==> config.mk <==
export PLATFORM = sky130hd
export DESIGN_NAME = commit_trace_streamer
export DESIGN_NICKNAME = d
export VERILOG_FILES = /design/src/rtl/commit_trace_pkg.sv /design/src/rtl/trace_bundle_fifo.sv /design/src/rtl/commit_trace_streamer.sv
export SDC_FILE = /design/constraint.sdc
export NUM_CORES = 1
export LEC_CHECK = 0
export CAP_MARGIN = 20
export CORE_UTILIZATION = 66
export CTS_CLUSTER_DIAMETER = 80
export DETAILED_ROUTE_END_ITERATION = 7
export GPL_TIMING_DRIVEN = 1
export PLACE_DENSITY = 0.85
export SLEW_MARGIN = 10
export SYNTH_ARGS = -nofsm -noshare
export SYNTH_HDL_FRONTEND = slang
export SYNTH_SLANG_ARGS = --single-unit
==> constraint.sdc <==
create_clock -name clk -period 12.1 [get_ports clk]
set_clock_uncertainty 0.2 [all_clocks]
set_input_delay 1.21 -clock clk [delete_from_list [all_inputs] [get_ports clk]]
set_output_delay 1.21 -clock clk [all_outputs]
set_load 0.02 [all_outputs]
==> src/rtl/commit_trace_pkg.sv <==
// Shared definitions for the commit trace streamer: record kinds, record layout,
// the captured bundle format and helpers used by the capture and emit logic.
package commit_trace_pkg;

  localparam logic [1:0] KIND_REG   = 2'd0;
  localparam logic [1:0] KIND_LOAD  = 2'd1;
  localparam logic [1:0] KIND_STORE = 2'd2;
  localparam logic [1:0] KIND_HALT  = 2'd3;

  localparam int REC_W        = 38;
  localparam int REC_DATA_LSB = 0;
  localparam int REC_ADDR_LSB = 16;
  localparam int REC_REG_LSB  = 32;
  localparam int REC_KIND_LSB = 36;

  // flags[k] marks that a record of kind k is present in the bundle
  typedef struct packed {
    logic [3:0]  flags;
    logic [3:0]  regDest;
    logic [15:0] wbData;
    logic [15:0] memAddr;
    logic [15:0] memWdata;
    logic [15:0] memRdata;
  } bundle_t;

  localparam int BUNDLE_W = $bits(bundle_t);

  typedef enum logic {
    CAP_RUN,
    CAP_HALTED
  } cap_state_t;

  typedef enum logic [1:0] {
    EM_IDLE,
    EM_EMIT,
    EM_DONE
  } emit_state_t;

  function automatic logic [1:0] firstKind(input logic [3:0] flags);
    if (flags[KIND_REG])        return KIND_REG;
    else if (flags[KIND_LOAD])  return KIND_LOAD;
    else if (flags[KIND_STORE]) return KIND_STORE;
    else                        return KIND_HALT;
  endfunction

  function automatic logic [REC_W-1:0] makeRecord(
    input logic [1:0]  kind,
    input logic [3:0]  regDest,
    input logic [15:0] wbData,
    input logic [15:0] memAddr,
    input logic [15:0] memWdata,
    input logic [15:0] memRdata,
    input logic [15:0] instCnt,
    input logic [15:0] cycleCnt
  );
    case (kind)
      KIND_REG:   return {kind, regDest, 16'h0000, wbData};
      KIND_LOAD:  return {kind, 4'h0, memAddr, memRdata};
      KIND_STORE: return {kind, 4'h0, memAddr, memWdata};
      default:    return {kind, 4'h0, instCnt, cycleCnt};
    endcase
  endfunction

endpackage

==> src/rtl/trace_bundle_fifo.sv <==
// Synchronous FIFO of captured bundles. A push into a full FIFO is accepted
// only when a pop frees the slot in the same cycle.
module trace_bundle_fifo #(
  parameter int DEPTH = 8,
  parameter int W     = 72
) (
  input  logic                     clk,
  input  logic                     rst_n,
  input  logic                     i_push,
  input  logic [W-1:0]             i_pushData,
  input  logic                     i_pop,
  output logic                     o_pushOk,
  output logic [W-1:0]             o_head,
  output logic [W-1:0]             o_next,
  output logic                     o_full,
  output logic                     o_empty,
  output logic [$clog2(DEPTH):0]   o_count
);
  localparam int AW = $clog2(DEPTH);

  logic [W-1:0]  r_mem [DEPTH];
  logic [AW-1:0] r_wrPtr;
  logic [AW-1:0] r_rdPtr;
  logic [AW:0]   r_count;
  logic          w_doPop;
  logic          w_doPush;

  assign w_doPop  = i_pop && (r_count != '0);
  assign w_doPush = i_push && ((r_count != (AW+1)'(DEPTH)) || w_doPop);

  assign o_pushOk = w_doPush;
  assign o_head   = r_mem[r_rdPtr];
  assign o_next   = r_mem[r_rdPtr + AW'(1)];
  assign o_full   = (r_count == (AW+1)'(DEPTH));
  assign o_empty  = (r_count == '0);
  assign o_count  = r_count;

  always_ff @(posedge clk) begin
    if (w_doPush) r_mem[r_wrPtr] <= i_pushData;
  end

  always_ff @(posedge clk or negedge rst_n) begin
    if (!rst_n) begin
      r_wrPtr <= '0;
      r_rdPtr <= '0;
      r_count <= '0;
    end else begin
      if (w_doPush) r_wrPtr <= r_wrPtr + AW'(1);
      if (w_doPop)  r_rdPtr <= r_rdPtr + AW'(1);
      case ({w_doPush, w_doPop})
        2'b10:   r_count <= r_count + (AW+1)'(1);
        2'b01:   r_count <= r_count - (AW+1)'(1);
        default: r_count <= r_count;
      endcase
    end
  end

endmodule

==> src/rtl/commit_trace_streamer.sv <==
// Captures per-cycle commit events into bundles, buffers them and streams one
// trace record per valid/ready handshake, ending with a HALT summary record.
module commit_trace_streamer
  import commit_trace_pkg::*;
#(
  parameter int FIFO_DEPTH = 8,
  parameter int CNT_W      = 16
) (
  input  logic             clk,
  input  logic             rst_n,
  input  logic             reg_write,
  input  logic [3:0]       reg_dest,
  input  logic [15:0]      wb_data,
  input  logic             mem_read,
  input  logic             mem_write,
  input  logic [15:0]      mem_addr,
  input  logic [15:0]      mem_wdata,
  input  logic [15:0]      mem_rdata,
  input  logic             halt,
  output logic             trc_valid,
  input  logic             trc_ready,
  output logic [REC_W-1:0] trc_data,
  output logic             trc_full,
  output logic             trc_overflow,
  output logic             trc_done
);
  localparam int AW = $clog2(FIFO_DEPTH);

  cap_state_t       r_capState, w_capNext;
  emit_state_t      r_emState, w_emNext;
  bundle_t          w_curBundle, w_pushData, r_haltBundle, w_head, w_next, w_src;
  logic             w_anyEvent, w_pushReq, w_pushOk, w_pop;
  logic             w_fifoFull, w_fifoEmpty;
  logic [AW:0]      w_fifoCount;
  logic             r_haltRetry, r_overflow;
  logic [CNT_W-1:0] r_instCount, r_cycleCount, r_dropCount;
  logic [15:0]      w_inst16, w_cyc16;
  logic             r_valid, w_validNext, w_load, w_hs;
  logic [REC_W-1:0] r_data, w_dataNext;
  logic [3:0]       r_pending, w_pendNext, w_remain, w_srcFlags;
  logic [1:0]       r_curKind, w_kindNext, w_selKind;

  assign w_anyEvent  = reg_write | mem_read | mem_write | halt;
  assign w_curBundle = '{flags:    {halt, mem_write, mem_read, reg_write},
                         regDest:  reg_dest,
                         wbData:   wb_data,
                         memAddr:  mem_addr,
                         memWdata: mem_wdata,
                         memRdata: mem_rdata};
  assign w_inst16 = 16'(r_instCount);
  assign w_cyc16  = 16'(r_cycleCount);

  trace_bundle_fifo #(
    .DEPTH (FIFO_DEPTH),
    .W     (BUNDLE_W)
  ) u_fifo (
    .clk        (clk),
    .rst_n      (rst_n),
    .i_push     (w_pushReq),
    .i_pushData (w_pushData),
    .i_pop      (w_pop),
    .o_pushOk   (w_pushOk),
    .o_head     (w_head),
    .o_next     (w_next),
    .o_full     (w_fifoFull),
    .o_empty    (w_fifoEmpty),
    .o_count    (w_fifoCount)
  );

  // Once halted, only a halt bundle that was refused for lack of space is pushed
  always_comb begin
    w_capNext  = r_capState;
    w_pushReq  = 1'b0;
    w_pushData = w_curBundle;
    case (r_capState)
      CAP_RUN: begin
        w_pushReq = w_anyEvent;
        if (halt) w_capNext = CAP_HALTED;
      end
      CAP_HALTED: begin
        w_pushReq  = r_haltRetry;
        w_pushData = r_haltBundle;
      end
      default: w_capNext = CAP_RUN;
    endcase
  end

  always_ff @(posedge clk or negedge rst_n) begin
    if (!rst_n) begin
      r_capState   <= CAP_RUN;
      r_haltRetry  <= 1'b0;
      r_haltBundle <= '0;
      r_overflow   <= 1'b0;
      r_instCount  <= '0;
      r_cycleCount <= '0;
      r_dropCount  <= '0;
    end else begin
      r_capState <= w_capNext;
      if (r_capState == CAP_RUN) begin
        if (r_cycleCount != '1) r_cycleCount <= r_cycleCount + CNT_W'(1);
        if ((halt || reg_write || mem_write) && (r_instCount != '1))
          r_instCount <= r_instCount + CNT_W'(1);
        if (w_pushReq && !w_pushOk) begin
          r_overflow <= 1'b1;
          if (r_dropCount != '1) r_dropCount <= r_dropCount + CNT_W'(1);
          if (halt) begin
            r_haltRetry  <= 1'b1;
            r_haltBundle <= w_curBundle;
          end
        end
      end else if (r_haltRetry && w_pushOk) begin
        r_haltRetry <= 1'b0;
      end
    end
  end

  assign w_hs = r_valid && trc_ready;

  // Source of the next record: the head bundle, its remaining flags, or the
  // following bundle when the head is popped and another is already queued
  always_comb begin
    w_emNext    = r_emState;
    w_validNext = r_valid;
    w_dataNext  = r_data;
    w_pendNext  = r_pending;
    w_kindNext  = r_curKind;
    w_pop       = 1'b0;
    w_load      = 1'b0;
    w_src       = w_head;
    w_srcFlags  = w_head.flags;
    w_remain    = r_pending & ~(4'b0001 << r_curKind);
    case (r_emState)
      EM_IDLE: begin
        if (!w_fifoEmpty) begin
          w_emNext = EM_EMIT;
          w_load   = 1'b1;
        end
      end
      EM_EMIT: begin
        if (w_hs) begin
          if (r_curKind == KIND_HALT) begin
            w_pop       = 1'b1;
            w_emNext    = EM_DONE;
            w_validNext = 1'b0;
            w_dataNext  = '0;
          end else if (w_remain != 4'b0000) begin
            w_load     = 1'b1;
            w_srcFlags = w_remain;
          end else begin
            w_pop = 1'b1;
            if (w_fifoCount != (AW+1)'(1)) begin
              w_load     = 1'b1;
              w_src      = w_next;
              w_srcFlags = w_next.flags;
            end else begin
              w_emNext    = EM_IDLE;
              w_validNext = 1'b0;
            end
          end
        end
      end
      EM_DONE: begin
        w_validNext = 1'b0;
      end
      default: w_emNext = EM_IDLE;
    endcase
    w_selKind = firstKind(w_srcFlags);
    if (w_load) begin
      w_validNext = 1'b1;
      w_pendNext  = w_srcFlags;
      w_kindNext  = w_selKind;
      w_dataNext  = makeRecord(w_selKind, w_src.regDest, w_src.wbData, w_src.memAddr,
                               w_src.memWdata, w_src.memRdata, w_inst16, w_cyc16);
    end
  end

  always_ff @(posedge clk or negedge rst_n) begin
    if (!rst_n) begin
      r_emState <= EM_IDLE;
      r_valid   <= 1'b0;
      r_data    <= '0;
      r_pending <= '0;
      r_curKind <= KIND_REG;
    end else begin
      r_emState <= w_emNext;
      r_valid   <= w_validNext;
      r_data    <= w_dataNext;
      r_pending <= w_pendNext;
      r_curKind <= w_kindNext;
    end
  end

  assign trc_valid    = r_valid;
  assign trc_data     = r_data;
  assign trc_full     = w_fifoFull;
  assign trc_overflow = r_overflow;
  assign trc_done     = (r_emState == EM_DONE);

endmodule

==> metrics.yaml <==
synth:
  postSynthAreaPerCell_um2: 17.2
  synth_cell_type_count: 61
  synthesis.nets: 2093
  ys_seq_area_frac: 0.618
  synth-async-reset-ratio: 0.222
  ys.flop_type: "edfxtp_1"
  synth-seq-cells: 740
  syn_area_um2: 34600
  synth_cells: 2010
  yosysWarnings: 0
  synth_edf_count: 576
route:
  vias: 21000
  dr.pass1.iters: 5
  totalWireLength_um: 88800
  vias_per_cell: 7.39
  drt-initial-drc-count: 3123
  drc: 0
  wl_per_cell_um: 31.2
  postRouteAntennaNets: 0
power_and_ir_drop:
  powerDensity_nw_per_um2: 231
  internal_power_w: 0.00590
  p_leak_nw: 13.4
  switching_share: 0.345
  combPwrFrac: 0.395
  seqPwrFrac: 0.338
  p_sw_w: 0.00310
  pwr-share-clk: 0.267
  p_total_w: 0.00900
  peakVddDrop_v: 0.000222
critical_path:
  crit_path_max_fanout: 133
  cpMaxStageDelayCell: "dfrtp_4"
  critPathKind: "reg2reg"
  worst_path_most_repeated_cell: "buf_4"
  path_cells: "buf_4 -> buf_12 -> buf_4 -> mux4_2 -> mux2i_1 -> a22oi_1 -> o22ai_1 -> o21ai_1"
  end_kind: "register"
  cp_data_arrival_time_ns: 5.50
  required_ns: 12.38
  critical_path.max_stage_delay_ns: 0.86
  worst_setup_path_start_kind: "register"
floorplan:
  rows: 83
  die_w_um: 231
  die_y_um: 231
  io_pins: 117
  start_util: 0.672
  die_area_um2: 53300
  core-area_um2: 51500
cts:
  hold_buffers: 0
  clock_path_buffers: 3
  cts_tree: "yes"
  clk_latency_ns: 0.63
  cts_resized: 0
  cts-root-buf: "clkbuf_16"
  clock-sinks: 740
  path_clk_slew_ns: 0.06
  cts_setup_buffers: 0
  cts-buffers-inserted: 76
  cts_htree_levels: 3
run:
  max-cap-violations: 0
global_route:
  grt_pass1_vias: 22000
  grtUsageTotal: 0.342
  grt_pass1_wl_um: 134000
  antenna_found_initial: 0
  grt_start_max_net_pins: 134
  grt-ovfl-total: 0
status:
  status: "completed"
sta:
  slew_violations: 0
  worst_slack_ns: 6.88
  clock.fmax_mhz: 192
  max-slew-margin-rel: 0.219
  finalHoldViolCount: 0
  fin_crit_sh: 0.431
  fin_crit_ns: 5.22
  setup_viol: 0
  tightest_slew_ns: 1.17
  timing.hold.ws_ns: 0.281
  rsz0062_at_grt: "no"
  fin_setup_tns_ns: 0
hold_path:
  hold_path_class: "reg2reg"
place:
  dp_hpwl_um: 49100
  gp_congestion: 0.840
  io_buffer_count: 116
  place_ws_ns: 6.40
finish:
  drive_above_1_share: 0.288
  multi_input_area_um2: 12600
  nets: 2183
  area_growth_pct: 12.5
  fillers: 2759
  seq_area_um2: 21400
  fin_util: 0.756
==> flip-flops by register name, indices dropped and copies added, names as in the netlist, 3 cells and up <==
name / cells
u_fifo.r_rdPtr: 3
r_pending: 4
u_fifo.r_wrPtr: 3
r_instCount: 16
r_cycleCount: 16
r_haltBundle: 72
u_fifo.r_mem: 576
trc_data: 38
u_fifo.o_count: 4
==> stage by stage <==
step / cells / area (um^2)
floorplan: 2010 / 34600
global placement: 2701 / 36400
detailed placement: 2701 / 36400
CTS: 2840 / 38900
global route: 2841 / 38900
finish: 2842 / 38900
==> placed cells by master (no fill, tap or decap), drive strengths merged, types with 25 or more instances in the layout <==
master / Yosys / layout
nor2: 32 / 32
nor2b: 49 / 49
nand2: 176 / 176
clkinv: 0 / 25
nand3: 31 / 31
buf: 95 / 39
mux2i: 53 / 53
mux4: 288 / 288
clkbuf: 47 / 106
o21ai: 44 / 44
mux2: 145 / 145
a211oi: 48 / 48
dfrtp: 164 / 164
edfxtp: 576 / 576
clkdlybuf4s50: 0 / 115
==> worst paths after layout <==
path | start | end | slack, ns | depth (start not counted)
max | u_fifo.r_rdPtr[0]$_DFFE_PN0P_ | trc_data[12]$_DFFE_PN0P_ | 6.88 | 8
min | trc_data[37]$_DFFE_PN0P_ | trc_data[37]$_DFFE_PN0P_ | 0.28 | 1
max reg2reg | u_fifo.r_rdPtr[0]$_DFFE_PN0P_ | trc_data[12]$_DFFE_PN0P_ | 6.88 | 8
min reg2reg | trc_data[37]$_DFFE_PN0P_ | trc_data[37]$_DFFE_PN0P_ | 0.28 | 1
max in group asynchronous | rst_n | u_fifo.r_rdPtr[1]$_DFFE_PN0P_ | 9.94 | 2
min in group asynchronous | rst_n | r_haltBundle[45]$_DFFE_PN0P_ | 0.37 | 1
==> metal layers <==
layer	part of all wire	GRT usage
met1	0.35	0.450
met2	0.49	0.550
met3	0.12	0.0773
met4	0.039	0.159
met5	0	0
==> cells by family (layout without fill, tap and decap cells) <==
logic type / count (synthesis) / after routing / share of synthesized area
other: 0 / 1 / 0
xor gates and xnor gates: 41 / 41 / 0.0104
buffers and inverters: 159 / 310 / 0.0224
and+or+nand+nor: 361 / 361 / 0.0502
adders and majority gates: 9 / 9 / 0.00318
muxes: 486 / 486 / 0.250
DFF: 740 / 740 / 0.618
AOI/OAI and AO/OA: 214 / 214 / 0.0454
==> cells in the mapped netlist, types with 5 or more instances <==
library cell / count / area [um^2]
inv_1: 17 / 63.8
buf_4: 23 / 173
nand2_1: 176 / 661
nor3b_1: 8 / 60.1
clkbuf_1: 47 / 176
mux4_2: 288 / 6490
o21ai_1: 33 / 165
nand3_1: 31 / 155
buf_2: 61 / 305
a311oi_1: 16 / 140
nor3_1: 15 / 75.1
xnor2_1: 24 / 210
a22oi_1: 16 / 120
nor4_1: 5 / 31.3
a21oi_1: 13 / 65.1
nand4_1: 6 / 37.5
or2_2: 5 / 31.3
mux2i_1: 53 / 531
o21ai_0: 10 / 50.1
nor2_1: 31 / 116
mux2_2: 138 / 1550
mux2_1: 7 / 78.8
a211oi_1: 48 / 360
and3_1: 19 / 119
a32o_1: 6 / 60.1
o22ai_1: 17 / 106
edfxtp_1: 576 / 17300
nor2b_1: 49 / 307
xor2_1: 17 / 149
a21o_1: 7 / 52.6
dfrtp_1: 164 / 4100
buf_1: 9 / 33.8
a31oi_1: 17 / 106
ha_1: 8 / 100
o311a_1: 15 / 150
==> layout make-up <==
type / count / share of cell area
clock buffer: 106 / 0.0573
sequential: 740 / 0.550
inverter: 17 / 0.00164
antenna: 1 / 0.0000643
timing repair buffer: 154 / 0.0377
tap: 680 / 0.0219
clock inverter: 33 / 0.00810
multi-input combinational: 1111 / 0.323
==> power groups by stage <==
stage | Combinational, W | Sequential, W | Clock (W)
global route | 0.00375 | 0.00306 | 0.00250
finish | 0.00355 | 0.00304 | 0.00240
floorplan | 0.00259 | 0.00302 | 0
detailed placement | 0.00343 | 0.00309 | 0
global placement | 0.00332 | 0.00308 | 0
CTS | 0.00351 | 0.00304 | 0.00241
==> worst max-delay path, delay by kind of cell, from the launching register on <==
family	cells	cell delay, ns
AO/OA/AOI/OAI	3	0.69
buffers and inverters	3	2.35
flip-flops	1	0.86
multiplexers	2	0.83
No activity file was read; power rests on OpenSTA's default activity.
